[src/rtl/aes_pkg.sv]
// Shared types and constants for the iterative AES-128 round sequencer.
// Latency: n/a (declarations only).
// Backpressure: n/a.
package aes_pkg;

    localparam int NUM_ROUNDS = 10;
    localparam int ROUND_W    = 4;

    typedef enum logic [2:0] {
        IDLE  = 3'd0,
        INIT  = 3'd1,
        MIX   = 3'd2,
        CAP   = 3'd3,
        FINAL = 3'd4,
        DONE  = 3'd5
    } state_e;

    // Round constants for key expansion; entry i belongs to round i+1.
    localparam logic [7:0] RCON_TAB [NUM_ROUNDS] = '{
        8'h01, 8'h02, 8'h04, 8'h08, 8'h10,
        8'h20, 8'h40, 8'h80, 8'h1b, 8'h36
    };

endpackage

[src/rtl/aes_rcon_rom.sv]
// Round-index to Rcon lookup, forced to zero whenever no key step is issued.
// Latency: combinational, zero cycles.
// Backpressure: none; pure function of its inputs.
//
// Ports:
//   round_idx_i  round currently being computed (1..10 are valid rounds)
//   key_en_i     key register advances this cycle
//   rcon_o       round constant for this key step, 8'h00 otherwise
module aes_rcon_rom
    import aes_pkg::*;
(
    input  logic [ROUND_W-1:0] round_idx_i,
    input  logic               key_en_i,
    output logic [7:0]         rcon_o
);

    logic [ROUND_W-1:0] tab_idx;

    assign tab_idx = round_idx_i - ROUND_W'(1);

    always_comb begin
        rcon_o = 8'h00;
        if (key_en_i && (round_idx_i != '0) &&
            (round_idx_i <= ROUND_W'(NUM_ROUNDS))) begin
            rcon_o = RCON_TAB[tab_idx];
        end
    end

endmodule

[src/rtl/aes_round_ctrl.sv]
// Iterative AES-128 round sequencer driving a shared round datapath.
// Latency: first done_valid cycle is 1 + 9*(MIX_LAT+1) + 1 cycles after start accept.
// Backpressure: start_ready only in IDLE; done_valid held until done_ready.
//
// Ports:
//   clk, rst_n               clock, async active-low reset
//   start_valid/start_ready  job request handshake
//   done_valid/done_ready    result handshake
//   ld_state                 load plaintext^key / cipher key
//   st_en, key_en            capture round result / advance key schedule
//   mix_bypass               final round skips mixcolumn
//   round_idx, rcon          current round and its round constant
//   busy                     any state other than IDLE
//   abort                    only with AES_ROUND_CTRL_ABORT_EN defined:
//                            drops the in-flight job from INIT/MIX/CAP/FINAL
module aes_round_ctrl
    import aes_pkg::*;
#(
    parameter int MIX_LAT    = 1,
    parameter int NUM_ROUNDS = aes_pkg::NUM_ROUNDS
) (
    input  logic               clk,
    input  logic               rst_n,
    input  logic               start_valid,
    output logic               start_ready,
    output logic               done_valid,
    input  logic               done_ready,
`ifdef AES_ROUND_CTRL_ABORT_EN
    input  logic               abort,
`endif
    output logic               ld_state,
    output logic               st_en,
    output logic               key_en,
    output logic               mix_bypass,
    output logic [ROUND_W-1:0] round_idx,
    output logic [7:0]         rcon,
    output logic               busy
);

    // Last round that still goes through mixcolumn; the one after it is FINAL.
    localparam logic [ROUND_W-1:0] LAST_MIX_ROUND = ROUND_W'(NUM_ROUNDS - 1);
    localparam logic [ROUND_W-1:0] FINAL_ROUND    = ROUND_W'(NUM_ROUNDS);
    // Terminal wait-counter value; unused when MIX_LAT = 0 since MIX is never entered.
    localparam logic [2:0]         MIX_LAST       = (MIX_LAT == 0) ? 3'd0 : 3'(MIX_LAT - 1);
    // With no mixcolumn pipeline, every round goes straight to capture.
    localparam state_e             WAIT_STATE     = (MIX_LAT == 0) ? CAP : MIX;

    state_e             state_q, state_d;
    logic [ROUND_W-1:0] round_q, round_d;
    logic [2:0]         cnt_q, cnt_d;
    logic               abort_hit;

`ifdef AES_ROUND_CTRL_ABORT_EN
    assign abort_hit = abort && ((state_q == INIT) || (state_q == MIX) ||
                                 (state_q == CAP)  || (state_q == FINAL));
`else
    assign abort_hit = 1'b0;
`endif

    always_ff @(posedge clk or negedge rst_n) begin
        if (!rst_n) begin
            state_q <= IDLE;
            round_q <= '0;
            cnt_q   <= 3'd0;
        end else begin
            state_q <= state_d;
            round_q <= round_d;
            cnt_q   <= cnt_d;
        end
    end

    always_comb begin
        state_d     = state_q;
        round_d     = round_q;
        cnt_d       = cnt_q;
        start_ready = 1'b0;
        done_valid  = 1'b0;
        ld_state    = 1'b0;
        st_en       = 1'b0;
        key_en      = 1'b0;
        mix_bypass  = 1'b0;
        busy        = 1'b1;

        case (state_q)
            IDLE: begin
                start_ready = 1'b1;
                busy        = 1'b0;
                round_d     = '0;
                if (start_valid) begin
                    state_d = INIT;
                end
            end
            INIT: begin
                ld_state = 1'b1;
                round_d  = ROUND_W'(1);
                cnt_d    = 3'd0;
                state_d  = WAIT_STATE;
            end
            MIX: begin
                // Idle cycles while the registered mixcolumn result settles.
                if (cnt_q == MIX_LAST) begin
                    cnt_d   = 3'd0;
                    state_d = CAP;
                end else begin
                    cnt_d = cnt_q + 3'd1;
                end
            end
            CAP: begin
                st_en  = 1'b1;
                key_en = 1'b1;
                if (round_q == LAST_MIX_ROUND) begin
                    round_d = FINAL_ROUND;
                    state_d = FINAL;
                end else begin
                    round_d = round_q + ROUND_W'(1);
                    state_d = WAIT_STATE;
                end
            end
            FINAL: begin
                // Last round has no mixcolumn, so no wait is needed here.
                mix_bypass = 1'b1;
                st_en      = 1'b1;
                key_en     = 1'b1;
                state_d    = DONE;
            end
            DONE: begin
                done_valid = 1'b1;
                if (done_ready) begin
                    round_d = '0;
                    state_d = IDLE;
                end
            end
            default: begin
                state_d = IDLE;
                round_d = '0;
                cnt_d   = 3'd0;
            end
        endcase

        // An aborted cycle must not disturb the datapath registers.
        if (abort_hit) begin
            st_en   = 1'b0;
            key_en  = 1'b0;
            state_d = IDLE;
            round_d = '0;
            cnt_d   = 3'd0;
        end
    end

    assign round_idx = round_q;

    aes_rcon_rom u_rcon_rom (
        .round_idx_i (round_q),
        .key_en_i    (key_en),
        .rcon_o      (rcon)
    );

endmodule

[config.mk]
export PLATFORM = sky130hd
export DESIGN_NAME = aes_round_ctrl
export DESIGN_NICKNAME = d
export VERILOG_FILES = /design/src/rtl/aes_pkg.sv /design/src/rtl/aes_rcon_rom.sv /design/src/rtl/aes_round_ctrl.sv
export SDC_FILE = /design/constraint.sdc
export NUM_CORES = 1
export LEC_CHECK = 0
export ABC_AREA = 1
export BUFFER_PORTS_ARGS = -buffer_cell sky130_fd_sc_hd__buf_4
export CAP_MARGIN = 0
export CORE_MARGIN = 10
export CORE_UTILIZATION = 55
export CTS_BUF_LIST = sky130_fd_sc_hd__clkbuf_8
export DETAILED_ROUTE_END_ITERATION = 8
export PLACE_DENSITY = 0.8
export SYNTH_ARGS = -nofsm -noshare
export SYNTH_HDL_FRONTEND = slang
export SYNTH_SLANG_ARGS = --single-unit
[constraint.sdc]
create_clock -name clk -period 2.5 [get_ports clk]
set_input_delay 0.125 -clock clk [delete_from_list [all_inputs] [get_ports clk]]
set_output_delay 0.125 -clock clk [all_outputs]
set_load 0.01 [all_outputs]
==> results of run 1 <==
==> flip-flops by register name (all words and copies together) (netlist names) <==
register	count
cnt_q	3
round_idx	4
state_q	3
==> metal layers <==
metal	wire length [um]	share of wire (%)	track usage [%]
met1	956	44	16.50
met2	1038	48	22.22
met3	164	7.6	6.009
met4	0	0	1.967
met5	0	0	0
==> metrics by stage <==
stage / instance area, um2 / utilization (%) / hold slack, ns / setup WS [ns] / std cells
after floorplan: 827.0 / - / -0.1706 / 0.9688 / 122
after global placement: 1003 / 73.44 / -0.04222 / 0.8988 / 158
after detailed placement: 1003 / 73.44 / -0.04258 / 0.8191 / 158
after CTS: 1069 / 78.21 / 0.1730 / 0.5547 / 163
after global routing: 1069 / 78.21 / 0.2581 / 0.3008 / 163
final: 1069 / 78.21 / 0.1679 / 0.5653 / 163
==> power by group through the flow <==
stage / registers [mW] / logic [mW] / clock network [mW]
global route: 0.306 / 0.993 / 0.217
finish: 0.295 / 0.870 / 0.206
detailed placement: 0.295 / 0.871 / 0
CTS: 0.293 / 0.881 / 0.209
global placement: 0.289 / 0.854 / 0
floorplan: 0.287 / 0.564 / 0
==> layout make-up <==
| cell class | count | share of cell area [%] |
|---|---|---|
| well taps | 15 | 1.756 |
| clock buffers | 4 | 5.152 |
| inverters | 22 | 7.728 |
| multi-input cells | 89 | 45.55 |
| flip-flops and latches | 10 | 23.42 |
| repair buffers | 23 | 16.39 |
==> cell families after synthesis <==
kind of cell,count (synthesis),share of synthesized area [%]
buffers and inverters,23,10.89
adder cells (fa/ha/maj),8,12.10
XOR/XNOR,2,2.118
AND/OR/NAND/NOR,65,35.86
flip-flops,10,30.26
AO/OA/AOI/OAI,14,8.773
==> cell usage in the layout (no fill, tap or decap) <==
| master | n |
|---|---|
| nand2_1 | 32 |
| buf_4 | 22 |
| inv_1 | 19 |
| nand3_1 | 11 |
| nor2_1 | 10 |
| dfrtp_1 | 10 |
| ha_1 | 8 |
| o21ai_0 | 7 |
| a21oi_1 | 5 |
| clkbuf_8 | 4 |
| inv_2 | 3 |
| nand2_2 | 3 |
| nand4_1 | 3 |
| nor3_1 | 2 |
| nor2_2 | 1 |
| nand3_4 | 1 |
| or2_1 | 1 |
| or2_2 | 1 |
| o211ai_1 | 1 |
| xor2_1 | 1 |
| xnor2_1 | 1 |
| o21ai_1 | 1 |
| dlygate4sd3_1 | 1 |
==> worst max-delay path by stage <==
| stage | to | slack, ns | cells past startpoint |
|---|---|---|---|
| detailed placement | rcon[5] | 0.82 | 10 |
| global route | rcon[5] | 0.30 | 10 |
| global placement | rcon[5] | 0.90 | 10 |
| floorplan | rcon[5] | 0.97 | 9 |
| finish | rcon[5] | 0.57 | 10 |
| CTS | rcon[5] | 0.55 | 10 |
==> worst max-delay path, stage by stage, from the launching register on <==
cell     delay (ns)
dfrtp_1        0.49
inv_1          0.18
ha_1           0.26
inv_1          0.06
nand2_1        0.07
nand2_2        0.14
nand2_1        0.06
nand2_1        0.06
nand2_1        0.05
nor2_1         0.08
buf_4          0.13
==> timing repair <==
item / in CTS / in global routing
gates resized for setup: 0 / 0
hold buffers: 1 / 0
hold endpoints to repair: 10 / 0
==> reports/metrics.cfg, run 1 <==
[timing]
slew_headroom_pct=81.89
setup_viol=0
skew_ns=0.005834
tns_ns=0
min_period_over_period_pct=77.39
slew_violations=0
hold_viol=0
grt_setup_unrepaired=no
worst_pin_slew_ns=0.2716
clock.fmax_ghz=0.5169
min_period_ns=1.935

[yosys]
ys_seq_area_share_pct=30.26
ys.flop_type=dfrtp_1
mappedNetlistArea_um2=827.0
ys_seq_elements=10
synth.area.top_cells=dfrtp_1, nand2_1, ha_1
synth_top_area_share_pct=30.26
syn_avg_cell_area_um2=6.779
synthCells=122
yosysMostFrequentCell=nand2_1
synth-edff-count=0
yosys_warnings=0
synth.top_cells.by_count=nand2_1, inv_1, nand3_1
yosysUniqueCellTypes=21
syn_nets=134
ys_async_sr_fraction_pct=100.0
yosysTopAreaCell=dfrtp_1

[route]
wl_per_cell_um=13.24
drt_iter0_drc=18
drc=0
wirelength_um=2158
drtPass1Iterations=4
via_per_inst=5.258
dr_total_vias=857
antenna_left=0

[clock_network]
tritoncts=built
cts-buffers-inserted=3
root_buffer=clkbuf_8
clock_latency_ns=0.24
cts_buffer_depth=2
cts_setup_buffers=0
cts.sinks=10
ctsHtreeMaxLevel=1
clk_pin_slew_worst_paths_ns=0.05

[critical_path]
rr_worst_depth=7
r2r_slack_ns=1.03
r2r-start=round_idx[1]$_DFFE_PN0P_
setup.worst_path.start=round_idx[0]$_DFFE_PN0P_
critPathMaxFanout=8
critPathCaptureType=output pin
critPathKind=flop to output pin
crit_required_ns=2.38
worst_ep_arrival_time_ns=1.81
cp-start-kind=flop
r2r_end=round_idx[0]$_DFFE_PN0P_

[global_route]
track_usage_pct=13.67
grt_max_degree=11
grt.overflow.total=0
first_global_vias=857
antenna_found_initial=0
grt_pass1_wl_um=3850

[power_and_ir_drop]
internal_power_mw=0.6962
leakagePower_nw=0.5979
p_sw_mw=0.6744
comb_power_share_pct=63.5
power_mw=1.371
swShare_pct=49.20
power_frac_seq_pct=21.5
power_frac_clock_pct=15.0
peakVddDrop_mv=0.9913
p_per_area_nw_per_um2=1283

[worst_hold_path]
hold_path_class=input pin to flop
hold_end=state_q[0]$_DFFE_PN0P_
min_path_cells=3
hold_start=start_valid

[floorplan]
dieArea_um2=3455
rows=13
start_util_pct=60.53
io_pins=23
core_area_um2=1366
fp.dieH_um=58.78
die_x_um=58.78

[finish]
ff_latch_area_um2=250.2
synthToLayoutAreaGrowth_pct=29.20
nFillCells=116
drive_above_1_share_pct=23.65
nets=161
diodes=0
multiInputGateArea_um2=486.7

[flow_run]
maxCapViolCount=0

[status]
status=finished, final reports clean

[place]
hpwl_um=1715
gp_congestion=0.8479
io_buffers=22

No activity file was read; power rests on OpenSTA's default activity.
==> run 2: changes to the inputs <==
--- a/config.mk
+++ b/config.mk
@@ -9,10 +9,10 @@
 export BUFFER_PORTS_ARGS = -buffer_cell sky130_fd_sc_hd__buf_4
 export CAP_MARGIN = 0
 export CORE_MARGIN = 10
-export CORE_UTILIZATION = 55
+export CORE_UTILIZATION = 48
 export CTS_BUF_LIST = sky130_fd_sc_hd__clkbuf_8
 export DETAILED_ROUTE_END_ITERATION = 8
-export PLACE_DENSITY = 0.8
+export PLACE_DENSITY = 0.74
 export SYNTH_ARGS = -nofsm -noshare
 export SYNTH_HDL_FRONTEND = slang
 export SYNTH_SLANG_ARGS = --single-unit
==> constraint.sdc (replaced) <==
create_clock -name clk -period 1.7 [get_ports clk]
set_input_delay 0.085 -clock clk [delete_from_list [all_inputs] [get_ports clk]]
set_output_delay 0.085 -clock clk [all_outputs]
set_load 0.01 [all_outputs]
==> run 2 against run 1 <==
Design area grew 14%. Final cell count grew 3.7%. Routed wire length grew 9.1%. Clock-buffer cell count is the same. Global-route usage shrank 1.4 points. Non-clock buffer count grew 5. Clock skew shrank 0.0051 ns. Worst setup slack lost 0.51 ns. Register-to-register slack lost 0.67 ns. Sequential cell count is the same. Sequential share of layout area shrank 2.6 points.
==> reports/metrics.cfg, run 2 (synthesis results as in run 1) <==
[clock_network]
clock_latency_ns=0.24  ; about the same
clk_pin_slew_worst_paths_ns=0.05  ; about the same
cts_buffer_depth=2  ; unchanged
tritoncts=built
cts.sinks=10  ; unchanged
cts-buffers-inserted=3  ; unchanged
ctsHtreeMaxLevel=1  ; unchanged
root_buffer=clkbuf_8

[critical_path]
rr_worst_depth=5  ; -2
r2r-start=round_idx[1]$_DFFE_PN0P_
crit_required_ns=1.62  ; -0.76 ns
setup.worst_path.start=round_idx[0]$_DFFE_PN0P_
critPathKind=flop to output pin
r2r_end=round_idx[2]$_DFFE_PN0P_
critPathMaxFanout=7  ; -1
worst_ep_arrival_time_ns=1.56  ; -0.25 ns
critPathCaptureType=output pin
cp-endpoint=rcon[0]
r2r_slack_ns=0.36  ; -0.67 ns
cp-start-kind=flop

[timing]
skew_ns=0.0007209  ; -0.005113 ns
min_period_ns=1.646
worst_pin_slew_ns=0.2443  ; -0.02728 ns
slew_violations=0  ; unchanged
tns_ns=0  ; unchanged
clock.fmax_ghz=0.6074
hold_viol=0  ; unchanged
grt_setup_unrepaired=yes
slew_headroom_pct=83.71  ; +1.8 points
min_period_over_period_pct=96.84
setup_viol=0  ; unchanged

[place]
gp_congestion=0.8815  ; +4.0%
io_buffers=22  ; unchanged
dp.cells=160  ; +1.3%
hpwl_um=1697  ; -1.0%

[worst_hold_path]
hold_path_class=input pin to flop

[finish]
drive_above_1_share_pct=39.22  ; +16 points
finalNonFillerCells=169  ; +3.7%
largest_reg_flops=4  ; unchanged
nets=166  ; +3.1%
diodes=0  ; unchanged
final_cell_mix=nand2_1, buf_4, inv_1
synthToLayoutAreaGrowth_pct=46.90

[power_and_ir_drop]
swShare_pct=49.58  ; +0.38 points
p_sw_mw=1.207  ; +79%
power_frac_clock_pct=12.4  ; -2.6 points
comb_power_share_pct=69.8  ; +6.3 points
internal_power_mw=1.228  ; +76%
power_frac_seq_pct=17.9  ; -3.6 points
leakagePower_nw=0.6335  ; +6.0%
peakVddDrop_mv=1.395  ; +41%
p_per_area_nw_per_um2=2004  ; +56%

[flow_run]
maxCapViolCount=0  ; unchanged

[global_route]
track_usage_pct=12.26  ; -1.4 points
first_global_vias=815  ; -4.9%
grt_pass1_wl_um=3581  ; -7.0%
grt_max_degree=11  ; unchanged
antenna_found_initial=0  ; unchanged
grt.overflow.total=0  ; unchanged

[route]
drt_iter0_drc=20  ; +2
wl_per_cell_um=13.93  ; +5.3%
antenna_left=0  ; unchanged
wirelength_um=2355  ; +9.1%
drc=0  ; unchanged
dr_total_vias=900  ; +5.0%
drtPass1Iterations=4  ; unchanged
via_per_inst=5.325  ; +1.3%

[floorplan]
fp.dieH_um=61.51  ; +4.7%
rows=14  ; +1
core_area_um2=1559  ; +14%
dieArea_um2=3783  ; +9.5%
start_util_pct=53.05  ; -7.5 points
io_pins=23  ; unchanged
die_x_um=61.51  ; +4.7%

[status]
status=finished, final reports clean

-- run 2: cell types whose count changed in the layout (fill, tap and decap cells not counted), sizes merged --
| cell | change |
|---|---|
| buf | +5 |
-- run 2: per-layer routing --
metal	part of all wire, %	global-route usage (%)
met1	40	14.40
met2	51	20.35
met3	8.2	4.321
met4	0.55	3.822
met5	0	0
-- run 2: worst min-delay path by stage --
stage                      from                     end  slack [ns]  depth (start not counted)
floorplan                 rst_n    cnt_q[0]$_DFFE_PN0N_       -0.21                          0
detailed placement        rst_n    cnt_q[1]$_DFFE_PN0N_       -0.08                          1
finish              start_valid  state_q[0]$_DFFE_PN0P_        0.19                          3
global placement          rst_n    cnt_q[1]$_DFFE_PN0N_       -0.08                          1
global route        start_valid  state_q[0]$_DFFE_PN0P_        0.20                          3
CTS                 start_valid  state_q[0]$_DFFE_PN0P_        0.17                          3
-- run 2: worst max-delay path: stages (launching register included) --
cell	delay, ns
dfrtp_1	0.39
inv_2	0.13
ha_4	0.16
o21ai_0	0.09
nand2_1	0.13
nand3_4	0.14
a21oi_2	0.14
buf_4	0.14
-- run 2: power by group through the flow --
| stage | combinational, mW | clock (mW) | sequential [mW] |
|---|---|---|---|
| after global placement | 1.30 | 0 | 0.403 |
| after detailed placement | 1.32 | 0 | 0.410 |
| after global routing | 1.87 | 0.317 | 0.444 |
| after CTS | 1.43 | 0.307 | 0.405 |
| final | 1.70 | 0.302 | 0.435 |
| after floorplan | 0.829 | 0 | 0.423 |
-- run 2: timing repair --
item / 4_1_cts / 5_1_grt
hold buffers: 1 / 0
endpoints found under the hold margin: 10 / 0
buffers inserted: 3 / 1
endpoints found under the setup margin: 8 / 8
pin swaps: 2 / 4
gates resized for setup: 7 / 24
-- run 2: stage by stage --
| step | util, % | hold WS, ns | area (um2) | total power, mW | worst slack (ns) |
|---|---|---|---|---|---|
| 3_3_place_gp | 64.93 | -0.07635 | 1012 | 1.701 | 0.2372 |
| 2_1_floorplan | - | -0.2106 | 827.0 | 1.251 | 0.2088 |
| 6_report | 77.93 | 0.1850 | 1215 | 2.435 | 0.05371 |
| 4_1_cts | 71.83 | 0.1743 | 1120 | 2.140 | 0.003265 |
| 3_5_place_dp | 64.93 | -0.07747 | 1012 | 1.729 | 0.1056 |
| 5_1_grt | 77.93 | 0.2050 | 1215 | 2.630 | -0.03327 |
-- run 2: cell type report --
cell class,count,area (um2)
multi-input cells,89,583.1
fillers,110,344.1
flip-flops and latches,10,252.7
repair buffers,28,216.5
inverters,22,87.58
clock buffers,4,55.05
well taps,16,20.02
